### src/rtl/mem_exception_stage.sv
// EX/MEM pipeline register with data-alignment exception collection and squash control.
// Optional macro MEM_ALIGN_CHECK_EN enables AdEL/AdES (bits 26/25) generation.
module mem_exception_stage #(
  parameter logic [31:0] RESET_PC = 32'hbfc0_0000
) (
  input  logic        clock_i,
  input  logic        reset_i,
  input  logic        stall_i,
  input  logic        flush_i,
  input  logic        ex_valid_i,
  input  logic [31:0] ex_pc_i,
  input  logic        ex_is_branch_i,
  input  logic [31:0] ex_exception_type_i,
  input  logic [3:0]  ex_mem_op_i,
  input  logic [31:0] ex_mem_addr_i,
  input  logic [31:0] ex_wdata_i,
  output logic        valid_o,
  output logic [31:0] exception_type_o,
  output logic [31:0] pc_o,
  output logic [31:0] exception_addr_o,
  output logic        now_in_delayslot_o,
  output logic        mem_en_o,
  output logic [3:0]  mem_we_o,
  output logic [31:0] mem_addr_o,
  output logic [31:0] mem_wdata_o
);
  localparam logic [0:0] RUN    = 1'b0;
  localparam logic [0:0] SQUASH = 1'b1;

  localparam logic [3:0] OP_LB = 4'd1, OP_LBU = 4'd2, OP_LH = 4'd3, OP_LHU = 4'd4,
                         OP_LW = 4'd5, OP_SB = 4'd6, OP_SH = 4'd7, OP_SW = 4'd8;

  logic [0:0]  state;
  logic        valid_r, ds_r, prev_branch;
  logic [31:0] pc_r, addr_r, wdata_r;
  logic [4:0]  exc_hi;   // upstream bits 31..27
  logic        exc_eret; // upstream bit 0
  logic [3:0]  op_r;

  logic        is_load, is_store, adel, ades, run;
  logic [31:0] vec;
  logic [3:0]  strb;
  logic        unused;

  assign unused = ^ex_exception_type_i[26:1];

  always_ff @(posedge clock_i or posedge reset_i) begin
    if (reset_i) begin
      state       <= RUN;
      valid_r     <= 1'b0;
      ds_r        <= 1'b0;
      prev_branch <= 1'b0;
      pc_r        <= RESET_PC;
      addr_r      <= '0;
      wdata_r     <= '0;
      exc_hi      <= '0;
      exc_eret    <= 1'b0;
      op_r        <= '0;
    end else if (flush_i) begin
      state       <= RUN;
      valid_r     <= 1'b0;
      ds_r        <= 1'b0;
      prev_branch <= 1'b0;
      exc_hi      <= '0;
      exc_eret    <= 1'b0;
      op_r        <= '0;
    end else if (!stall_i) begin
      // An exception leaves the stage on this edge; everything behind it becomes a bubble.
      if (state == RUN && |vec) state <= SQUASH;
      valid_r  <= ex_valid_i && (state == RUN);
      ds_r     <= prev_branch && ex_valid_i;
      if (ex_valid_i && state == RUN) prev_branch <= ex_is_branch_i;
      pc_r     <= ex_pc_i;
      addr_r   <= ex_mem_addr_i;
      wdata_r  <= ex_wdata_i;
      exc_hi   <= ex_exception_type_i[31:27];
      exc_eret <= ex_exception_type_i[0];
      op_r     <= ex_mem_op_i;
    end
  end

  assign is_load  = (op_r >= OP_LB) && (op_r <= OP_LW);
  assign is_store = (op_r >= OP_SB) && (op_r <= OP_SW);

`ifdef MEM_ALIGN_CHECK_EN
  logic misaligned;
  assign misaligned = (((op_r == OP_LH) || (op_r == OP_LHU) || (op_r == OP_SH)) && addr_r[0]) ||
                      (((op_r == OP_LW) || (op_r == OP_SW)) && (addr_r[1:0] != 2'b00));
  // A fetch fault on the same instruction wins over any data-side fault.
  assign adel = valid_r && is_load  && misaligned && !exc_hi[4];
  assign ades = valid_r && is_store && misaligned && !exc_hi[4];
`else
  assign adel = 1'b0;
  assign ades = 1'b0;
`endif

  assign vec = valid_r ? {exc_hi, adel, ades, 24'd0, exc_eret} : 32'd0;
  assign run = (state == RUN);

  assign valid_o            = valid_r && run;
  assign exception_type_o   = run ? vec : 32'd0;
  assign pc_o               = pc_r;
  assign now_in_delayslot_o = ds_r;
`ifdef MEM_ALIGN_CHECK_EN
  assign exception_addr_o   = (run && (adel || ades)) ? addr_r : 32'd0;
`else
  assign exception_addr_o   = 32'd0;
`endif

  assign mem_en_o   = valid_r && (is_load || is_store) && (vec == 32'd0) && run;
  assign mem_addr_o = {addr_r[31:2], 2'b00};

  always_comb begin
    strb        = 4'b0000;
    mem_wdata_o = wdata_r;
    case (op_r)
      OP_SB: begin
        strb        = 4'b0001 << addr_r[1:0];
        mem_wdata_o = {4{wdata_r[7:0]}};
      end
      OP_SH: begin
        strb        = 4'b0011 << {addr_r[1], 1'b0};
        mem_wdata_o = {2{wdata_r[15:0]}};
      end
      OP_SW:   strb = 4'b1111;
      default: strb = 4'b0000;
    endcase
  end

  assign mem_we_o = mem_en_o ? strb : 4'b0000;

endmodule
### config.mk
export PLATFORM = sky130hd
export DESIGN_NAME = mem_exception_stage
export DESIGN_NICKNAME = d
export VERILOG_FILES = /design/src/rtl/mem_exception_stage.sv
export SDC_FILE = /design/constraint.sdc
export NUM_CORES = 1
export LEC_CHECK = 0
export CAP_MARGIN = 25
export CORE_AREA = 2 2 94 164
export DETAILED_ROUTE_END_ITERATION = 7
export DIE_AREA = 0 0 96 166
export GPL_ROUTABILITY_DRIVEN = 0
export GPL_TIMING_DRIVEN = 1
export PLACE_DENSITY = 0.87
export SETUP_SLACK_MARGIN = 0.02
export SYNTH_ARGS = -nofsm -noshare
export SYNTH_HDL_FRONTEND = slang
export SYNTH_SLANG_ARGS = --single-unit
### constraint.sdc
create_clock -name clock_i -period 4.36 [get_ports clock_i]
set_input_delay 0.872 -clock clock_i [delete_from_list [all_inputs] [get_ports clock_i]]
set_output_delay 0.872 -clock clock_i [all_outputs]
set_load 0.02 [all_outputs]
# == After elaboration in Yosys (flattened, before gate mapping) ==
# Cells that the tools add are included.
# word_totals
input_bits,138
output_inout_bits,167
elab_cells,61
regBits,110
# op_classes
mux,21
n_reduce_logical,17
n_shift,2
order_cmp,4
eq_ne,4
bitwise,3
# ops
cell,n
32-bit two-way mux,2
32-bit one-hot mux with 2 select lines,1
32-bit logical NOT,1
32-bit OR reduction,1
1-bit two-way mux,12
4-bit two-way mux,3
4-bit one-hot mux with 3 select lines,1
5-bit two-way mux,2
1-bit logical AND,9
4-bit by 3-bit equality test with 1-bit output (second input constant),2
2-bit AND reduction,3
4-bit equality test (second input constant),1
4-bit by 1-bit >= comparator with 1-bit output (second input constant),1
4-bit by 3-bit >= comparator with 1-bit output (second input constant),1
4-bit by 3-bit <= comparator with 1-bit output (second input constant),1
4-bit <= comparator (second input constant),1
2-bit nonzero test,2
1-bit by 2-bit << shifter with 4-bit output (first input constant),1
2-bit by 2-bit << shifter with 4-bit output (first input constant),1
1-bit inverter,3
2-bit by 1-bit inequality test with 1-bit output (second input constant),1
1-bit logical OR,1

# == Logic depth before layout (Yosys ltp) ==
# Gate-level depths: netlist (run 1).
# depth
word_depth,7
mapped_depth,5
mapped_depth_nobuf,3

# == Worst setup path before layout (run 1) ==
# No wires, ideal clock.
# synth_path
kind,reg-to-output
start,reg state
end,out mem_en_o
arrival_ps,1502
n_path_buf,0
t_required_ps,3488
path_stages_with_launch,4
slack_ps,1986
cell_sequence,dfrtp_1 > nor2b_1 > nand3_1 > a21oi_1
# synth_between
elab_chain_len,2
# synth_lines
element,line_no,source
"start, declared",33,logic [0:0] state;
"start signal, assigned",49,state <= RUN;
"start signal, assigned",60,state <= RUN;
"start signal, assigned",69,if (state == RUN && |vec) state <= SQUASH;
1-bit inverter,98,assign run = (state == RUN);
1-bit logical AND,110,assign mem_en_o = valid_r && (is_load || is_store) && (vec == 32'd0) && run;
"end, declared",22,"output logic mem_en_o,"
# No other way between the ends.

# == Final worst setup path (run 1) ==
# layout_path
start,reg op_r[3]
end,out mem_wdata_o[11]
# layout_between
elab_chain_len,2
elab_cells_between_ends,3
cone_classes,eq/ne: 2; mux: 1
# layout_lines
element,line_no,source
"start, declared",38,logic [3:0] op_r;
"start signal, assigned",78,op_r <= ex_mem_op_i;
4-bit by 3-bit equality test with 1-bit output,116,case (op_r)
32-bit one-hot mux with 2 select lines (*),116,
"end, declared",25,output logic [31:0] mem_wdata_o
# Every way passes the cells marked *; elsewhere a longest branch is shown, timed or not.

==> results of run 1 <==
## layout by cell type, fill, tap and decap left out
cell type        instances
or3_1                    1
o21ba_2                  1
mux2_2                  64
nor2b_1                  1
clkbuf_1                 2
mux2_4                  40
inv_6                    1
buf_12                   2
dfstp_2                  9
dfrtp_1                101
nand3b_1                 3
nand2_1                 34
inv_4                    1
clkinv_4                 1
o21ai_0                  8
nor3b_1                  1
nand3_1                  2
nand2b_1                 2
buf_4                    2
and3b_1                  1
a21oi_1                  8
nor2_1                  14
clkbuf_16                9
mux2i_1                 19
nand3b_4                 1
conb_1                  60
or2_2                    1
nor3_1                   1
clkdlybuf4s50_1        218
clkbuf_8                 1
and2_1                   6
nor4_1                   1
clkinvlp_4               2
nor2_4                   2
## registers in the layout, summed over array words and instances (netlist names)
name,count
exc_hi,5
now_in_delayslot_o,1
op_r,4
state,1
wdata_r,32
pc_o,32
addr_r,32
valid_r,1
prev_branch,1
exc_eret,1
## worst max-delay path by stage
stage / start / end / slack, ns / cells past startpoint
3_3_place_gp: op_r[3] / mem_wdata_o[11] / 1.37 / 4
5_1_grt: op_r[3] / mem_wdata_o[11] / 0.90 / 4
3_5_place_dp: op_r[3] / mem_wdata_o[11] / 1.36 / 4
6_report: op_r[3] / mem_wdata_o[11] / 1.02 / 4
2_1_floorplan: reset_i / addr_r[0] / 0.60 / 1
4_1_cts: op_r[3] / mem_wdata_o[11] / 0.97 / 4
## cell type report
type / instances / area [sq um]
Inverter: 1 / 6.256
Clock inverter: 4 / 32.53
Multi-Input combinational cell: 271 / 2178
Fill cell: 1241 / 6997
Clock buffer: 12 / 246.5
Sequential cell: 110 / 2764
Tap cell: 183 / 229.0
Timing Repair Buffer: 222 / 2237
## per-layer routing
metal	vias to the layer above	wire length, um
li1	1664	-
met4	0	305
met2	164	7154
met3	17	791
met5	-	0
met1	1810	4543
## logic make-up (layout without fill, tap and decap cells)
logic type             count (synthesis)  after routing  synth area share (%)
flip-flops                           110            110                 49.60
buffers and inverters                116            239                 15.29
other                                  1             60               0.06729
multiplexers                         123            123                 27.12
AO/OA/AOI/OAI                         17             17                 1.617
AND/OR/NAND/NOR                       71             71                 6.309
## synthesized netlist by cell type
master      n
mux2_2     64
and2_1      6
nor3_1      1
inv_1       1
nor2_1     14
buf_2       9
buf_6       5
nor3b_1     1
nand3b_4    1
and3b_1     1
mux2i_1    19
or2_2       1
nor4_1      1
o21ba_2     1
nand2_1    34
nand2b_1    2
nand3_1     2
buf_4      98
or3_1       1
dfrtp_1   101
mux2_4     40
a21oi_1     8
o21ai_0     8
nor2b_1     1
conb_1      1
clkbuf_1    3
nand3b_1    3
nor2_4      2
dfstp_2     9
## stage by stage
| stage | cell area [sq um] | instances | power (mW) | utilization [%] | hold slack [ns] |
|---|---|---|---|---|---|
| after floorplan | 5794 | 497 | 1.856 | - | 0.4806 |
| after global placement | 7415 | 787 | 2.162 | 50.47 | 0.4893 |
| after detailed placement | 7415 | 787 | 2.186 | 50.47 | 0.4906 |
| after CTS | 7694 | 803 | 2.984 | 52.37 | 0.5117 |
| after global routing | 7694 | 803 | 3.081 | 52.37 | 0.5207 |
| final | 7694 | 803 | 2.938 | 52.37 | 0.5074 |
## where the power goes
| group | internal [mW] | total (mW) | switching [mW] |
|---|---|---|---|
| sequential | 1.17 | 1.26 | 0.0952 |
| clock | 0.408 | 0.780 | 0.373 |
| combinational | 0.487 | 0.896 | 0.408 |
| total | 2.06 | 2.94 | 0.876 |
==> summary.txt, run 1 <==
Global routing
  • Largest net degree at the start of global routing: 66
  • GR Layer Usage met2: 30.10%
  • GRT busiest layer: met2
  • Vias in the first global route: 3764
  • Grt met3 use: 3.811%
  • First-pass GRT wire length: 19740 um
  • GRT Total Usage: between 10% and 20%
  • Antenna violations before repair: 0
  • GR Layer Usage met1: 17.11%
  • Gr ovfl total: 0

Power and ir drop
  • Peak supply drop: between 0.0002 and 0.00025 V
  • Static Leak: 3.354 nW
  • Cell Pwr Density: 381.9 nW/um^2

Floorplan
  • Die X: around 96 um
  • Core area: 14690 sq um
  • Initial core utilization: 37.94%
  • Io pins: 305
  • Die Ht: between 150 and 200 um
  • # rows: 59
  • Die area: 15940 sq um

Synthesis
  • Synthesized flop and latch total: 110
  • Synth unique cells: 29
  • YS warnings: 0
  • Area contributors post-synth: dfrtp_1 (45%), buf_4 (13%), mux2_2 (13%)
  • Yosys top cell by area: dfrtp_1
  • Seq/Total Area, Yosys: between 40 and 50%
  • Mapped Area: between 5000 and 6000 sq um
  • Proportion of netlist area held by the largest area contributor: 45.35%
  • Avg Synthesized Cell Area: between 10 and 15 sq um
  • Mapped Cells: 438

Routing
  • Routed length per instance: 15.93 um
  • TritonRoute pass-1 iters: 4
  • Drt first-iter violations: between 100 and 150
  • ANT nets after route: 0
  • Drc violations: 0
  • Via count: roughly 3700
  • Post-Route WL: 12800 um
  • Drt via density: approximately 4.6

Timing
  • Final worst path period share: 76.49%
  • Final setup viols: 0
  • Crit path time final: about 3.3 ns
  • Setup ws final: 1.025 ns
  • RSZ-0062 raised after global routing: false
  • Max Slew Vio Count: 0
  • Fmax achieved: 299.8 MHz
  • Worst-margin pin slew: between 0.7 and 0.8 ns
  • Final hold vios: 0
  • Post-Route Setup TNS: 0 ns
  • Clk_skew: slightly above 0.01 ns
  • Max-slew headroom: 49.35%

Worst hold path
  • Worst hold start: addr_r[31]
  • Hold Path Class: reg -> reg
  • WHS Path Cells: 1
  • Hold worst-path end: addr_r[31]

Critical path
  • Max stage delay cell, worst path: clkdlybuf4s50_1
  • R2r startpoint: exc_hi[0]
  • CP Launch Type: flip-flop
  • Worst Reg-to-Reg Cells: 3
  • Critical path, cell by cell: nand3b_4 -> nor2_4 -> mux2_2 -> clkdlybuf4s50_1
  • Worst EP arrival: about 2.5 ns
  • CP required: 3.49 ns
  • Setup slack, reg-to-reg: ~3.1 ns
  • CP Class: reg -> out
  • Crit-path max FO: 26
  • CP delay by family, top: simple AND/OR/NAND/NOR gates
  • Worst R2R End: state
  • Buf/Inv on CP: 1
  • Crit path capture type: output pin
  • Worst path max stage delay: 0.56 ns

Outcome
  • Run status: complete, no violations

Layout
  • Nets@finish: roughly 750
  • Ant diodes: 0
  • Ratio of cells with drive above 1 in the final layout: 22.10%
  • Layout area overhead: 38.06%

Place
  • IO buf count: 218
  • Dpl ws: 1.356 ns
  • DP Wirelength: about 9700 um

Clock network
  • Worst-skew pair later-pin latency: 0.34 ns
  • Reg clk slew, reported paths: 0.08 ns
  • Cts-stage hold buffer count: 0
  • Num CTS Buffers: 9
  • Postcts setup bufs: 0
  • Clk sinks: 110
  • CTS tree: done
  • Post-CTS sizing: 0
  • CTS Buffer Depth: 2
  • H-Tree Depth: 3
  • Root Driver: clkbuf_16

Job
  • Max-cap violations: 0
Note: power is estimated with default switching activity, not from simulation.
==> run 2, diff against run 1 <==
clock period = 3.1 ns   (was 4.36 ns; I/O delays follow)
==> run 2 against run 1 <==
Clock skew is 0.0014 ns higher. Final area rose by 0.65%. Cell count is 0.50% higher. Utilization is 0.34 points higher. Hold slack gained 0.0025 ns. Global-route usage shrank 0.15 points. Clock power grew 42%. Critical path depth did not move. Non-clock buffer count increased by 4. Register-to-register slack lost 1.2 ns. Largest power group unchanged.
==> summary.txt, run 2 (same netlist as run 1, synthesis figures left out) <==
Outcome
  • Run status: complete, no violations

Global routing
  • Largest net degree at the start of global routing: 111 (+68%)
  • Gr ovfl total: 0 (unchanged)
  • Antenna violations before repair: 0 (unchanged)
  • Vias in the first global route: 3779 (+0.40%)
  • First-pass GRT wire length: 19770 um (+0.14%)
  • GRT Total Usage: 16.20% (-0.15 points)

Clock network
  • Cts-stage hold buffer count: 0 (unchanged)
  • Clk sinks: 110 (unchanged)
  • Reg clk slew, reported paths: 0.08 ns (about the same)
  • CTS Buffer Depth: 2 (unchanged)
  • Num CTS Buffers: 9 (unchanged)
  • Worst-skew pair later-pin latency: 0.34 ns (about the same)
  • Postcts setup bufs: 0 (unchanged)
  • CTS tree: done
  • H-Tree Depth: 3 (unchanged)
  • Root Driver: clkbuf_16
  • Post-CTS sizing: 0 (unchanged)

Critical path
  • Worst EP arrival: 2.23 ns (-0.23 ns)
  • Crit-path max FO: 11 (-58%)
  • Crit path capture type: output pin
  • CP Launch Type: flip-flop
  • CP required: 2.48 ns (-1.01 ns)
  • CP Class: reg -> out

Worst hold path
  • Hold Path Class: reg -> reg

Timing
  • Final setup viols: 0 (unchanged)
  • Max-slew headroom: 61.77% (+12 points)
  • Worst-margin pin slew: 0.5735 ns (-0.1862 ns)
  • Max Slew Vio Count: 0 (unchanged)
  • Post-Route Setup TNS: 0 ns (unchanged)
  • Final worst path period share: 91.89%
  • Clk_skew: 0.01149 ns (+0.001378 ns)
  • Crit path time final: approximately 2.8 ns
  • RSZ-0062 raised after global routing: false
  • Fmax achieved: 351.0 MHz
  • Final hold vios: 0 (unchanged)

Layout
  • Most common cell after layout, fill and taps aside: clkdlybuf4s50_1
  • Nets@finish: 757 (+0.53%)
  • Fillers: 1249 (+0.64%)
  • Ant diodes: 0 (unchanged)
  • Most frequent cells in the layout: clkdlybuf4s50_1 (218), dfrtp_1 (101), mux2_2 (64), conb_1 (60), mux2_4 (40)
  • Fin util: 52.71% (+0.34 points)
  • Ratio of cells with drive above 1 in the final layout: 22.76% (+0.66 points)
  • Layout area overhead: 38.95%

Routing
  • Drt first-iter violations: 99 (-25%)
  • Via count: 3683 (+0.77%)
  • Drt via density: 4.564 (+0.27%)
  • Drc violations: 0 (unchanged)
  • Post-Route WL: 12660 um (-1.0%)
  • Routed length per instance: 15.69 um (-1.5%)
  • ANT nets after route: 0 (unchanged)
  • TritonRoute pass-1 iters: 4 (unchanged)

Floorplan
  • Die Ht: 166 um (unchanged)
  • Die area: 15940 sq um (unchanged)
  • Die X: 96 um (unchanged)
  • # rows: 59 (unchanged)
  • Core area: 14690 sq um (unchanged)
  • Initial core utilization: 37.94% (unchanged)
  • Io pins: 305 (unchanged)

Place
  • DP Wirelength: 9578 um (-1.5%)
  • IO buf count: 218 (unchanged)

Job
  • Max-cap violations: 0 (unchanged)

Power and ir drop
  • Cell Pwr Density: 536.1 nW/um^2 (+40%)
  • Static Leak: 3.385 nW (+0.94%)
  • Peak supply drop: 0.0002355 V (+17%)
run 2: changes by cell type in the layout (fill, tap and decap cells not counted):
cell,before,now
clkinv_4,1,2
inv_8,0,1
clkinv_2,0,1
clkinvlp_4,2,1
clkbuf_1,2,1
inv_4,1,0
buf_12,2,3
buf_4,2,5
run 2: through the flow:
step | power, mW | hold slack [ns] | area [sq um] | instances | setup WS, ns
after global placement | 3.044 | 0.4888 | 7458 | 791 | 0.5985
after global routing | 4.363 | 0.5205 | 7744 | 807 | 0.08562
after floorplan | 2.610 | 0.4806 | 5798 | 497 | 0.9783
final | 4.151 | 0.5099 | 7744 | 807 | 0.2514
after detailed placement | 3.072 | 0.4903 | 7458 | 791 | 0.5502
after CTS | 4.214 | 0.5132 | 7744 | 807 | 0.1789
run 2: layout make-up:
class	count	area, sq um	area share [%]
inverters	1	7.507	0.09695
multi-input cells	271	2178	28.13
repair buffers	226	2280	29.44
clock inverters	5	42.54	0.5494
well taps	183	229.0	2.957
clock buffers	11	242.7	3.135
flip-flops and latches	110	2764	35.69
run 2: per-layer routing:
| metal | share of wire [%] | up-vias | GRT usage [%] |
|---|---|---|---|
| met3 | 5.3 | 23 | 3.131 |
| met2 | 55 | 171 | 29.20 |
| li1 | - | 1676 | - |
| met1 | 36 | 1813 | 17.71 |
| met5 | 0 | - | 0 |
| met4 | 3.3 | 0 | 7.205 |
run 2: path summary, 6_finish.rpt:
| kind | startpoint | endpoint | slack, ns | depth (start not counted) |
|---|---|---|---|---|
| worst max-delay path | op_r[3] | mem_we_o[2] | 0.25 | 4 |
| worst min-delay path | addr_r[2] | addr_r[2] | 0.51 | 1 |
| worst max register to register | exc_hi[0] | state | 1.90 | 3 |
| worst min register to register | addr_r[2] | addr_r[2] | 0.51 | 1 |
| max in group asynchronous | reset_i | wdata_r[28] | 1.87 | 3 |
| min in group asynchronous | reset_i | addr_r[17] | 0.80 | 3 |
run 2: worst max-delay path: stages (launching register included):
cell	delay (ns)
dfrtp_1	0.42
and3b_1	0.56
nand3_1	0.14
a21oi_1	0.16
clkdlybuf4s50_1	0.61
run 2: power breakdown:
group / switching (mW) / leakage, nW / internal, mW
combinational: 0.576 / 1.94 / 0.690
clock: 0.535 / 0.142 / 0.579
sequential: 0.129 / 1.30 / 1.64
==> variant 1 (settings of run 1) <==
The option `MEM_ALIGN_CHECK_EN` is turned on by a define.
--- a/src/rtl/mem_exception_stage.sv
+++ b/src/rtl/mem_exception_stage.sv
@@ -2,2 +2,4 @@
 // Optional macro MEM_ALIGN_CHECK_EN enables AdEL/AdES (bits 26/25) generation.
+`define MEM_ALIGN_CHECK_EN
+
 module mem_exception_stage #(
Check against the original RTL: not equivalent (a bounded check fails within 4 cycles, from zero or initial values and one cycle with reset_i high).
==> variant 1 against run 1 <==
  * Global-route usage rose by 2.9 points
  * Count of clock-buffer cells in the layout is 2 lower
  * Clock skew shrank 0.0043 ns
  * Cell area grew 7.7%
  * Register-to-register slack worse by 0.72 ns
  * Sequential cell count did not move
  * Wire length is 18% higher
  * Worst setup slack lost 0.44 ns
  * Power decreased by 0.29%
  * Maximum frequency decreased by 12%
  * Area after synthesis increased by 1.4%
  * Largest cell class unchanged
==> variant 1: results (changes against run 1) <==
CTS
  – Clock Tree Root: clkbuf_16
  – Worst skew pair latency: 0.34 ns (about the same)
  – H-Tree Depth: 3 (unchanged)
  – CTS sink cnt: 110 (unchanged)
  – Clock transition at path regs: 0.08 ns (about the same)

Placement
  – Pre-CTS setup slack: 0.8410 ns (-0.5153 ns)
  – Post-DP HPWL: 11070 µm (+14%)
  – Count of input and output buffers: 252 (+16%)
  – Placed Cells: 891 (+13%)

Timing
  – Hold WS: 0.5101 ns (+0.002659 ns)
  – Fmax: 0.2650 GHz (-12%)
  – Slew HR: 58.17% (+8.8 points)
  – Clk_skew: 0.005844 ns (-0.004271 ns)

Yosys
  – Yosys cell types: 33 (+14%)
  – Post-synthesis compound-gate area fraction: 9.365% (+7.7 points)
  – Syn Inst Count: 522 (+19%)
  – Post-synthesis mux area share: 19.13% (-8.0 points)
  – Async SR Flop Fraction: 100.0% (unchanged)
  – Top cells by area, synth: dfrtp_1, mux2_2, buf_4, a211oi_1, dfstp_2
  – Sequential-to-total area share from yosys stat: 48.90% (-0.69 points)
  – Most frequent cells after synthesis: dfrtp_1, mux2_2, buf_4, nand2_1, o21ai_0

Routing
  – DR vias/cell: 4.828 (+6.1%)
  – Detailed-route via count: 4384 (+20%)
  – Final wirelength: 15080 µm (+18%)
  – Initial drt markers: 98 (-26%)

Worst setup path
  – CP max FO: 6 (-77%)
  – CP peak stage delay: 0.67 ns (+0.11 ns)
  – Reg2reg setup slack: 2.39 ns (-0.72 ns)
  – Crit path DAT: 2.90 ns (+0.44 ns)
  – Reg2reg end: state$_DFFE_PP0P_
  – Slowest cell on crit path: or4_1
  – Register-to-Register Path Depth: 4 (+1)
  – Worst setup path endpoint: mem_we_o[2]
  – Worst setup path startpoint: exc_hi[0]$_DFFE_PP0P_

Run status
  – Status: complete, no violations

Worst hold path
  – Hold Path Origin: pc_o[14]$_DFFE_PP0P_
  – Worst hold path stage count: 1 (unchanged)
  – Hold path endpoint: pc_o[14]$_DFFE_PP0P_

Cells and area
  – Layout Nets: 858 (+14%)
  – Fillcell total: 1237 (-0.32%)
  – Layout cells sized above 1: 17.10% (-5.0 points)
  – ANT cells: 0 (unchanged)

Global routing
  – Number of global-route vias before repair: 4664 (+24%)
  – First-pass GRT wire length: 23840 µm (+21%)
  – Initial antenna violation count: 0 (unchanged)
  – Aggregate global-route resource usage: 19.30% (+2.9 points)
  – Largest net degree at the start of global routing: 75 (+14%)

Power and ir drop
  – Leak: 3.392 nW (+1.1%)
  – Peak supply drop: 0.0002419 V (+20%)
[variant 1: cell types whose count changed after synthesis, moves of 4 or more]
cell	before	now
mux2_4	40	0
a211oi_1	0	33
inv_1	1	34
buf_4	98	66
o21ai_0	8	40
clkbuf_1	3	24
mux2_2	64	80
nand2_1	34	45
nor2_1	14	21
buf_2	9	5
nor4b_4	0	4
[variant 1: power by group]
part / internal [mW] / total [mW] / switching (mW)
Sequential: 1.16 / 1.25 / 0.0858
Combinational: 0.446 / 0.866 / 0.420
Clock: 0.407 / 0.817 / 0.411
[variant 1: cell type report]
class	instances	area share [%]
sequential	110	33.36
timing repair buffer	262	31.89
multi-input combinational	303	26.90
clock buffer	10	2.764
tap	183	2.764
inverter	34	1.571
clock inverter	6	0.7551
[variant 1: critical path, delay by kind of cell, from the launching register on]
kind | cells | cell delay (ns)
flops | 1 | 0.41
buf+inv | 1 | 0.64
simple gates | 3 | 1.50
[variant 1: logic make-up (layout without fill, tap and decap cells)]
kind of cell | count (synthesis) | in the layout
AO/OA/AOI/OAI | 87 | 87
buffers and inverters | 134 | 312
flip-flops | 110 | 110
multiplexers | 98 | 98
other | 1 | 26
AND/OR/NAND/NOR | 92 | 92
[variant 1: metal layers]
layer	routed length (µm)	vias up	track usage (%)
met2	8129	196	34.96
met4	414	0	6.646
met5	0	-	0
met3	1195	23	6.125
met1	5344	2097	20.29
li1	-	2068	-
[variant 1: through the flow]
step / cell area [µm²] / utilization, %
after floorplan: 5746 / -
after global placement: 7966 / 54.23
after detailed placement: 7966 / 54.23
after CTS: 8258 / 56.21
after global routing: 8285 / 56.40
final: 8285 / 56.40
==> variant 2 (settings of run 1) <==
Made on the original files. Reset style: synchronous (`reset_i`), changed in one clocked block.
--- a/src/rtl/mem_exception_stage.sv
+++ b/src/rtl/mem_exception_stage.sv
@@ -46,3 +46,3 @@
 
-  always_ff @(posedge clock_i or posedge reset_i) begin
+  always_ff @(posedge clock_i) begin
     if (reset_i) begin
Check against the original RTL: differs if reset_i is asserted again (counterexample within 4 cycles, from zero or initial values and one cycle with reset_i high); with reset_i held inactive, the same outputs for 4 cycles.
==> variant 2 against run 1 <==
  * First-iteration DRC count down 0.76%
  * Register-to-register slack got worse by 0.07 ns
  * Area after synthesis decreased by 7.1%
  * Critical endpoint is now mem_wdata_o[9]
  * Worst setup slack got worse by 0.11 ns
  * Sequential cell count did not move
  * Maximum frequency down 3.1%
  * Wire length up 9.8%
  * Non-clock buffer count is 1 higher
  * Cell area is 6.7% lower
Power is not compared: it rests on default switching activity, and its combinational part moved more than twofold at a synthesized area within 25%.
==> variant 2: results (changes against run 1) <==
CTS
  – Clock Tree Root: clkbuf_16
  – PostCTS Resize Cnt: 0 (unchanged)
  – Post-CTS Setup Bufs: 0 (unchanged)
  – Worst skew pair latency: 0.34 ns (about the same)
  – Clock transition at path regs: 0.08 ns (about the same)
  – Inserted Clock Buffers: 9 (unchanged)
  – CTS Buffer Depth: 2 (unchanged)
  – H-Tree Depth: 3 (unchanged)

Placement
  – Count of input and output buffers: 218 (unchanged)
  – Pre-CTS setup slack: 1.275 ns (-0.08138 ns)
  – Post-DP HPWL: 10160 µm (+4.5%)

Yosys
  – Async SR Flop Fraction: 0% (-100 points)
  – Top cells by area, synth: dfxtp_1, buf_4, nand2_1, a21oi_1, mux2i_1
  – Sequential-to-total area share from yosys stat: 42.55% (-7.0 points)
  – Most frequent cells after synthesis: nand2_1, dfxtp_1, buf_4, a21oi_1, clkbuf_1
  – Yosys warns: 0 (unchanged)
  – Yosys cell types: 31 (+6.9%)

Cells and area
  – ANT cells: 0 (unchanged)
  – Layout Nets: 935 (+24%)
  – Layout cells sized above 1: 5.611% (-16 points)

Run status
  – Status: complete, no violations

Worst hold path
  – Hold WC Path Type: register to register

Global routing
  – Aggregate global-route resource usage: 17.57% (+1.2 points)
  – First-pass GRT wire length: 21820 µm (+11%)
  – Largest net degree at the start of global routing: 52 (-21%)
  – Initial antenna violation count: 0 (unchanged)
  – Number of global-route vias before repair: 4365 (+16%)

Power and ir drop
  – Peak supply drop: 0.0001773 V
  – Leak: 2.768 nW
  – Switching Power: 0.6387 mW

Routing
  – Final wirelength: 14050 µm (+9.8%)
  – Initial drt markers: 131 (-0.76%)
  – Detailed-route via count: 4478 (+23%)
  – 1st-pass router iterations: 4 (unchanged)

Worst setup path
  – Slowest cell on crit path: clkdlybuf4s50_1
  – CP max FO: 17 (-35%)
  – Crit path DAT: 2.57 ns (+0.11 ns)
  – CP peak stage delay: 0.56 ns (about the same)

Timing
  – Slew HR: 47.59% (-1.8 points)
  – Clk_skew: 0.003381 ns (-0.006734 ns)
variant 2: per-layer routing:
metal  vias to the layer above  wire (µm)  global-route usage (%)
met1                      2013       5216                   18.41
met5                         -          0                       0
met4                         0        581                   8.696
met2                       215       7252                   31.61
met3                        31        996                   3.993
li1                       2219          -                       -
variant 2: path summary, 6_finish.rpt:
kind | startpoint | endpoint | slack, ns | cells after the start
worst min register to register | addr_r[10]$_SDFFE_PP0P_ | addr_r[10]$_SDFFE_PP0P_ | 0.45 | 2
worst max-delay path | op_r[1]$_SDFFE_PP0N_ | mem_wdata_o[9] | 0.92 | 4
worst min-delay path | addr_r[10]$_SDFFE_PP0P_ | addr_r[10]$_SDFFE_PP0P_ | 0.45 | 2
worst max register to register | exc_eret$_SDFFE_PP0N_ | state$_SDFFE_PP0P_ | 3.04 | 3
variant 2: critical path: cells and delay by family (launching register included):
kind,cells,cell delay [ns]
simple gates,2,0.72
flops,1,0.53
buf+inv,1,0.56
mux,1,0.41
variant 2: cells by family (layout without fill, tap and decap cells):
logic type             after synthesis  count (layout)  share of synthesized area (%)
AOI/OAI and AO/OA                  106             106                          10.73
buffers and inverters              143             241                          18.96
DFF                                110             110                          42.55
muxes                               35              35                          7.157
other                                1              60                        0.07246
and+or+nand+nor                    250             250                          20.53
variant 2: power groups by stage:
stage                     Sequential, mW  Combinational [mW]  Clock (mW)
after floorplan                     1.11               0.266           0
final                               1.08               0.422       0.814
after detailed placement            1.11               0.424           0
after CTS                           1.08               0.425       0.843
after global routing                1.09               0.457       0.887
after global placement              1.10               0.420           0
variant 2: metrics by stage:
stage	std cells	utilization [%]	instance area, µm²
after global placement	969	46.90	6889
after CTS	985	48.89	7182
final	985	48.89	7182
after global routing	985	48.89	7182
after floorplan	704	-	5396
after detailed placement	969	46.90	6889
variant 2: area by class of cell:
| type | instances | area, µm² |
|---|---|---|
| Clock buffer | 11 | 252.7 |
| Fill cell | 1378 | 7508 |
| Clock inverter | 5 | 40.04 |
| Tap cell | 183 | 229.0 |
| Sequential cell | 110 | 2202 |
| Inverter | 2 | 7.507 |
| Timing Repair Buffer | 223 | 2230 |
| Multi-Input combinational cell | 451 | 2221 |
